### config.mk
export PLATFORM = sky130hd
export DESIGN_NAME = axil_mem_sched
export DESIGN_NICKNAME = d
export VERILOG_FILES = /design/src/rtl/axil_mem_sched.sv
export SDC_FILE = /design/constraint.sdc
export NUM_CORES = 1
export LEC_CHECK = 0
export ABC_AREA = 1
export ABC_CLOCK_PERIOD_IN_PS = 1800
export BUFFER_PORTS_ARGS = -buffer_cell sky130_fd_sc_hd__buf_4
export CAP_MARGIN = 10
export CORE_AREA = 4 4 132 134
export CTS_BUF_LIST = sky130_fd_sc_hd__clkbuf_2 sky130_fd_sc_hd__clkbuf_4 sky130_fd_sc_hd__clkbuf_8
export DETAILED_ROUTE_END_ITERATION = 10
export DIE_AREA = 0 0 136 138
export PLACE_DENSITY = 0.57
export SYNTH_ARGS = -nofsm -noshare
export SYNTH_HDL_FRONTEND = slang
export SYNTH_SLANG_ARGS = --single-unit
### constraint.sdc
create_clock -name clk_i -period 1.8 [get_ports clk_i]
set_clock_uncertainty 0.1 [all_clocks]
set_input_delay 0.45 -clock clk_i [delete_from_list [all_inputs] [get_ports clk_i]]
set_output_delay 0.45 -clock clk_i [all_outputs]
set_load 0.03 [all_outputs]
### src/rtl/axil_mem_sched.sv
// rtl/axil_mem_sched.sv - AXI-Lite to single-port byte-enabled memory scheduler
// Round-robin read/write arbitration, one access at a time, responses held until accepted.

package axil_mem_sched_pkg;
  localparam int unsigned AXIL_AW = 18;
  localparam int unsigned AXIL_DW = 64;

  typedef struct packed {
    logic [AXIL_AW-1:0] addr;
    logic [2:0]         prot;
  } axil_ax_t;

  typedef struct packed {
    logic [AXIL_DW-1:0]   data;
    logic [AXIL_DW/8-1:0] strb;
  } axil_w_t;

  typedef struct packed {
    logic [1:0] resp;
  } axil_b_t;

  typedef struct packed {
    logic [AXIL_DW-1:0] data;
    logic [1:0]         resp;
  } axil_r_t;

  typedef struct packed {
    axil_ax_t aw;
    logic     aw_valid;
    axil_w_t  w;
    logic     w_valid;
    logic     b_ready;
    axil_ax_t ar;
    logic     ar_valid;
    logic     r_ready;
  } axil_req_t;

  typedef struct packed {
    logic    aw_ready;
    logic    w_ready;
    axil_b_t b;
    logic    b_valid;
    logic    ar_ready;
    axil_r_t r;
    logic    r_valid;
  } axil_resp_t;
endpackage

module axil_mem_sched #(
  parameter int unsigned AW  = 18,
  parameter int unsigned DW  = 64,
  parameter int unsigned OFF = $clog2(DW/8),
  parameter int unsigned MAW = AW - OFF + 1,
  parameter type axil_req_t  = axil_mem_sched_pkg::axil_req_t,
  parameter type axil_resp_t = axil_mem_sched_pkg::axil_resp_t
) (
  input  logic            clk_i,
  input  logic            arst_ni,
  input  axil_req_t       req_i,
  output axil_resp_t      resp_o,
  output logic [MAW-1:0]  mem_addr_o,
  output logic            mem_we_o,
  output logic [DW/8-1:0] mem_be_o,
  output logic [DW-1:0]   mem_wdata_o,
  input  logic [DW-1:0]   mem_rdata_i,
  output logic            busy_o
);

  typedef enum logic [1:0] {IDLE, RD_DATA, R_RSP, B_RSP} state_e;

  state_e        state_q, state_d;
  logic          prio_q, prio_d;
  logic [DW-1:0] rdata_q, rdata_d;

  logic rd_req, wr_req, grant_rd, grant_wr;

  assign rd_req   = req_i.ar_valid;
  assign wr_req   = req_i.aw_valid & req_i.w_valid;
  // prio_q=1 favours the write side when both are pending
  assign grant_wr = wr_req & (~rd_req | prio_q);
  assign grant_rd = rd_req & (~wr_req | ~prio_q);

  always_comb begin
    state_d     = state_q;
    prio_d      = prio_q;
    rdata_d     = rdata_q;
    resp_o      = '0;
    resp_o.r.data = rdata_q;
    mem_we_o    = 1'b0;
    mem_be_o    = req_i.w.strb;
    mem_wdata_o = req_i.w.data;
    mem_addr_o  = {req_i.ar.prot[1], req_i.ar.addr[AW-1:OFF]};

    unique case (state_q)
      IDLE: begin
        if (grant_rd) begin
          resp_o.ar_ready = 1'b1;
          prio_d          = 1'b1;
          state_d         = RD_DATA;
        end else if (grant_wr) begin
          resp_o.aw_ready = 1'b1;
          resp_o.w_ready  = 1'b1;
          mem_we_o        = 1'b1;
          mem_addr_o      = {req_i.aw.prot[1], req_i.aw.addr[AW-1:OFF]};
          prio_d          = 1'b0;
          state_d         = B_RSP;
        end
      end
      RD_DATA: begin
        rdata_d = mem_rdata_i;
        state_d = R_RSP;
      end
      R_RSP: begin
        resp_o.r_valid = 1'b1;
        if (req_i.r_ready) state_d = IDLE;
      end
      B_RSP: begin
        resp_o.b_valid = 1'b1;
        if (req_i.b_ready) state_d = IDLE;
      end
      default: state_d = IDLE;
    endcase
  end

  always_ff @(posedge clk_i or negedge arst_ni) begin
    if (!arst_ni) begin
      state_q <= IDLE;
      prio_q  <= 1'b0;
      rdata_q <= '0;
    end else begin
      state_q <= state_d;
      prio_q  <= prio_d;
      rdata_q <= rdata_d;
    end
  end

  assign busy_o = (state_q != IDLE);

  logic unused_ok;
  assign unused_ok = ^{req_i.aw.addr[OFF-1:0], req_i.ar.addr[OFF-1:0],
                       req_i.aw.prot[2], req_i.aw.prot[0],
                       req_i.ar.prot[2], req_i.ar.prot[0]};

endmodule

* Yosys cells after proc, flatten, opt, wreduce, memory -nomap -nowiden
Index checks and enable logic that the tools add are counted.
** Word-level totals
- Flip-flop bits (word level) :: 67
- Input bits :: 185
- Output and inout port bits :: 163
- Logic and storage cells :: 42
** Operators by class
- Equality and inequality tests :: 6
- Mux-type cells :: 20
- Bitwise logic cells :: 8
- Reductions and logical operators :: 5
** Operator list (count)
- 2-to-1 mux 16 bit :: 3
- 2-to-1 mux 2 bit :: 7
- 2-to-1 mux 1 bit :: 9
- case mux 2 bit (4 select lines) :: 1
- equality test 2 bit, second input constant :: 2
- inequality test 2 bit, second input constant :: 2
- nonzero test 2 bit :: 2
- bitwise AND 1 bit :: 3
- inequality test 3 bit, second input constant :: 1
- inverter 1 bit :: 3
- AND reduction 3 bit :: 1
- equality test 2 x 1 -> 1 bit, second input constant :: 1
- zero test 2 bit :: 1
- OR 1 bit :: 2
- AND reduction 2 bit :: 1

* Longest topological paths before layout
- Word-level depth :: 6
- Gate-level depth with buffers :: 7
- Gate-level depth less buffers :: 6

* Least setup slack after synthesis
No wires, ideal clock.
- Kind :: register to output
- From :: register state_q[0]
- To :: output port mem_addr_o[10]
- Arrival :: 1.349 ns
- Required time :: 1.250 ns
- Setup slack :: -0.099 ns
- Cell stages (with the launch flop) :: 8
- Buffers on the path :: 2
- Cell sequence :: dfrtp_1 > buf_6 > nor2_8 > inv_2 > nor2_8 > buf_6 > nand2_1 > nand2_1
** Between the ends
- Longest elaborated chain between the ends :: 2
** RTL lines
- start: declaration :: line 71 : state_e state_q, state_d;
- start signal: assignment :: line 131 : state_q <= state_d;
- zero test 2 bit :: line 94 : unique case (state_q)
- 2-to-1 mux 16 bit :: line 94
- end: declaration :: line 61 : output logic [MAW-1:0] mem_addr_o,
Every way passes these cells.

* Worst setup path in the final report
- From :: register state_q[1]
- To :: output port mem_addr_o[9]
Same word-level chain as after synthesis.

==> impl_metrics.yaml <==
flow_run:
  maxCapViolCount: 0
finish:
  final_common_cell: "buf_4"
  layout.nets: 760
  final_cell_area_mm2: 0.00527
  final_cell_count_no_fill: 798
  mostFrequentLayoutCells: "buf_4, nand2_1, nand3_1, dfrtp_1, buf_6"
  post-route-util: 0.324
  diodes: 0
  synthToLayoutAreaGrowth_pct: 46.6
  drive_gt1_frac: 0.450
  num-fill-cells: 1729
setup_path:
  crit_path_end_kind: "primary output"
  path_cells: "nor2_8, inv_4, nor2_8, buf_6, nand2_1, nand2_4, buf_6"
  arrival_ns: 1.52
  start_kind: "flop"
  critPathMaxFanout: 8
  reg2regPathDepth: 8
  crit_required_ns: 1.25
  rr_startpoint: "state_q[0]"
  cpPeakStageDelay_ns: 0.44
  worstSetupPathType: "reg2out"
  slowest_stage: "dfrtp_2"
  r2r-end: "rdata_q[15]"
  rrSetupSlack_ns: 0.18
clock_tree:
  cts_buffers: 9
  clockRootBuffer: "clkbuf_8"
  cts_max_level: 3
  cts_tree: "yes"
  clockBufferDepth: 2
  clk_latency_ns: 0.33
  clk_pin_slew_worst_paths_ns: 0.07
  clock-sinks: 67
power_and_ir_drop:
  p_sw_frac: 0.471
  ir_drop_mv: 0.604
  power.switching_mw: 4.62
  pwr-share-clk: 0.125
  power.leakage_nw: 2.90
  power_density_mw_per_mm2: 1860
  seq_power_share: 0.271
  p_comb_frac: 0.603
  p_int_mw: 5.19
timing:
  post-route-period-util: 1.15
  final_max_slew_viol_count: 0
  setup_viol: 23
  hold_viol_final: 0
  fmax_ghz: 0.483
  min_period_ns: 2.07
  rsz0062_at_grt: "yes"
  fin_ws_ns: -0.272
  hold_slack_ns: 0.244
synthesis:
  syn-cell-area_mm2: 0.00360
  synth_area_leader_cell: "dfrtp_1"
  synth.distinct_cells: 16
  synth.top_cells.by_area: "dfrtp_1, nand2_1, buf_4"
  synth.avg_cell_area_um2: 8.10
  synth_warnings: 0
  synth_top_area_share: 0.466
  ys_ff_latch: 67
  ys_seq_area_frac: 0.466
  syn_inst: 444
detailed_routing:
  drc: 0
  wl_mm: 11.5
  ant_nets: 0
  via_count: 3233
  wl_per_cell_um: 14.4
  firstDrtPassIters: 4
  drtIter0Drc: 145
  avgViaCountPerCell: 4.05
worst_hold_path:
  min_path_type: "in2reg"
  whs_path_depth: 3
  holdCritStartpoint: "mem_rdata_i[26]"
  hold_end: "rdata_q[26]"
grt:
  grt_pass1_vias: 3231
  grt_pass1_wl_mm: 17.4
  grt_overflow: 0
  grt_max_degree: 46
  grt_use_total: 0.118
  grt_antenna_before_repair: 0
place:
  hpwlAfterDp_mm: 8.26
  dpl_worst_slack_ns: -0.188
  place.port_buffers: 189
  dp.cells: 771
  place_area_mm2: 0.00479
  gp_congestion: 0.714
die:
  fp-row-count: 47
  core_mm2: 0.0163
  die-area_mm2: 0.0188
  fp.dieH_um: 138
  io_pins: 348
  die_w_um: 136
  start_util: 0.221
outcome:
  status: "complete, but fails checks"
  violations: "setup timing"
-- per-stage QoR --
step                setup TNS, ns  power, mW
global route                -7.53       10.5
CTS                         -6.19       9.83
detailed placement          -2.96       8.17
global placement            -2.86       8.13
floorplan                       0       6.40
finish                      -5.34       9.81
-- critical path: cells and delay by family (launching register included) --
family / cells / cell delay, ns
and+or+nand+nor: 4 / 0.41
DFF: 1 / 0.44
buffers and inverters: 3 / 0.32
-- layout make-up --
cell class                      count  area (µm²)  area share
Clock buffer                       11         145      0.0275
Clock inverter                      3        40.0     0.00759
Inverter                           10        40.0     0.00759
Multi-Input combinational cell    269        1250       0.237
Sequential cell                    67        1680       0.318
Tap cell                          220         275      0.0522
Timing Repair Buffer              218        1840       0.349
-- power groups by stage --
| stage | registers [mW] | clock network, mW | logic (mW) |
|---|---|---|---|
| 2_1_floorplan | 4.03 | 0 | 2.37 |
| 3_3_place_gp | 2.66 | 0 | 5.47 |
| 3_5_place_dp | 2.68 | 0 | 5.49 |
| 4_1_cts | 2.66 | 1.29 | 5.88 |
| 5_1_grt | 2.76 | 1.35 | 6.40 |
| 6_report | 2.66 | 1.23 | 5.92 |
-- layer usage --
| layer | up-vias | track usage | wire, µm |
|---|---|---|---|
| li1 | 1557 | - | - |
| met1 | 1501 | 0.133 | 4310 |
| met2 | 147 | 0.197 | 5640 |
| met3 | 28 | 0.0443 | 1230 |
| met4 | 0 | 0.0525 | 295 |
| met5 | - | 0 | 0 |
-- state kept, by name, summed over array words and instances (netlist names) --
signal / flops
state_q: 2
prio_q: 1
rdata_q: 64
-- logic make-up (layout without fill, tap and decap cells) --
logic type / Yosys count / count (layout) / share of synthesized area
flops: 67 / 67 / 0.466
simple gates: 263 / 263 / 0.309
other cells: 1 / 4 / 0.00104
compound gates: 2 / 2 / 0.00278
buf+inv: 111 / 242 / 0.221
-- synthesized netlist by cell type --
library cell and count:
conb_1 1, nand3_2 1, inv_1 7, nand3_1 66, nand2_1 190, buf_4 84, nand2_2 1, o21ai_0 2
dfrtp_1 67, nor2_8 2, clkinv_1 1, nor2_1 3, inv_2 2, clkbuf_1 1, buf_2 9, buf_6 7
-- timing repair --
action | CTS | global route
pin swaps | 3 | 2
endpoints found under the setup margin | 23 | 23
endpoints found under the hold margin | 23 | 0
gates resized for setup | 37 | 14
setup buffers | 8 | 3
gates cloned | 1 | 0
hold buffers | 1 | 0
-- worst max path at each step --
| stage | start | to | cells past startpoint |
|---|---|---|---|
| CTS | state_q[1] | mem_addr_o[14] | 7 |
| detailed placement | req_i[1] | mem_addr_o[14] | 7 |
| global route | state_q[1] | mem_addr_o[12] | 7 |
| global placement | req_i[1] | mem_addr_o[2] | 7 |
| floorplan | state_q[0] | mem_addr_o[10] | 7 |
| finish | state_q[1] | mem_addr_o[9] | 7 |
Power figures use the tool's default switching activity.
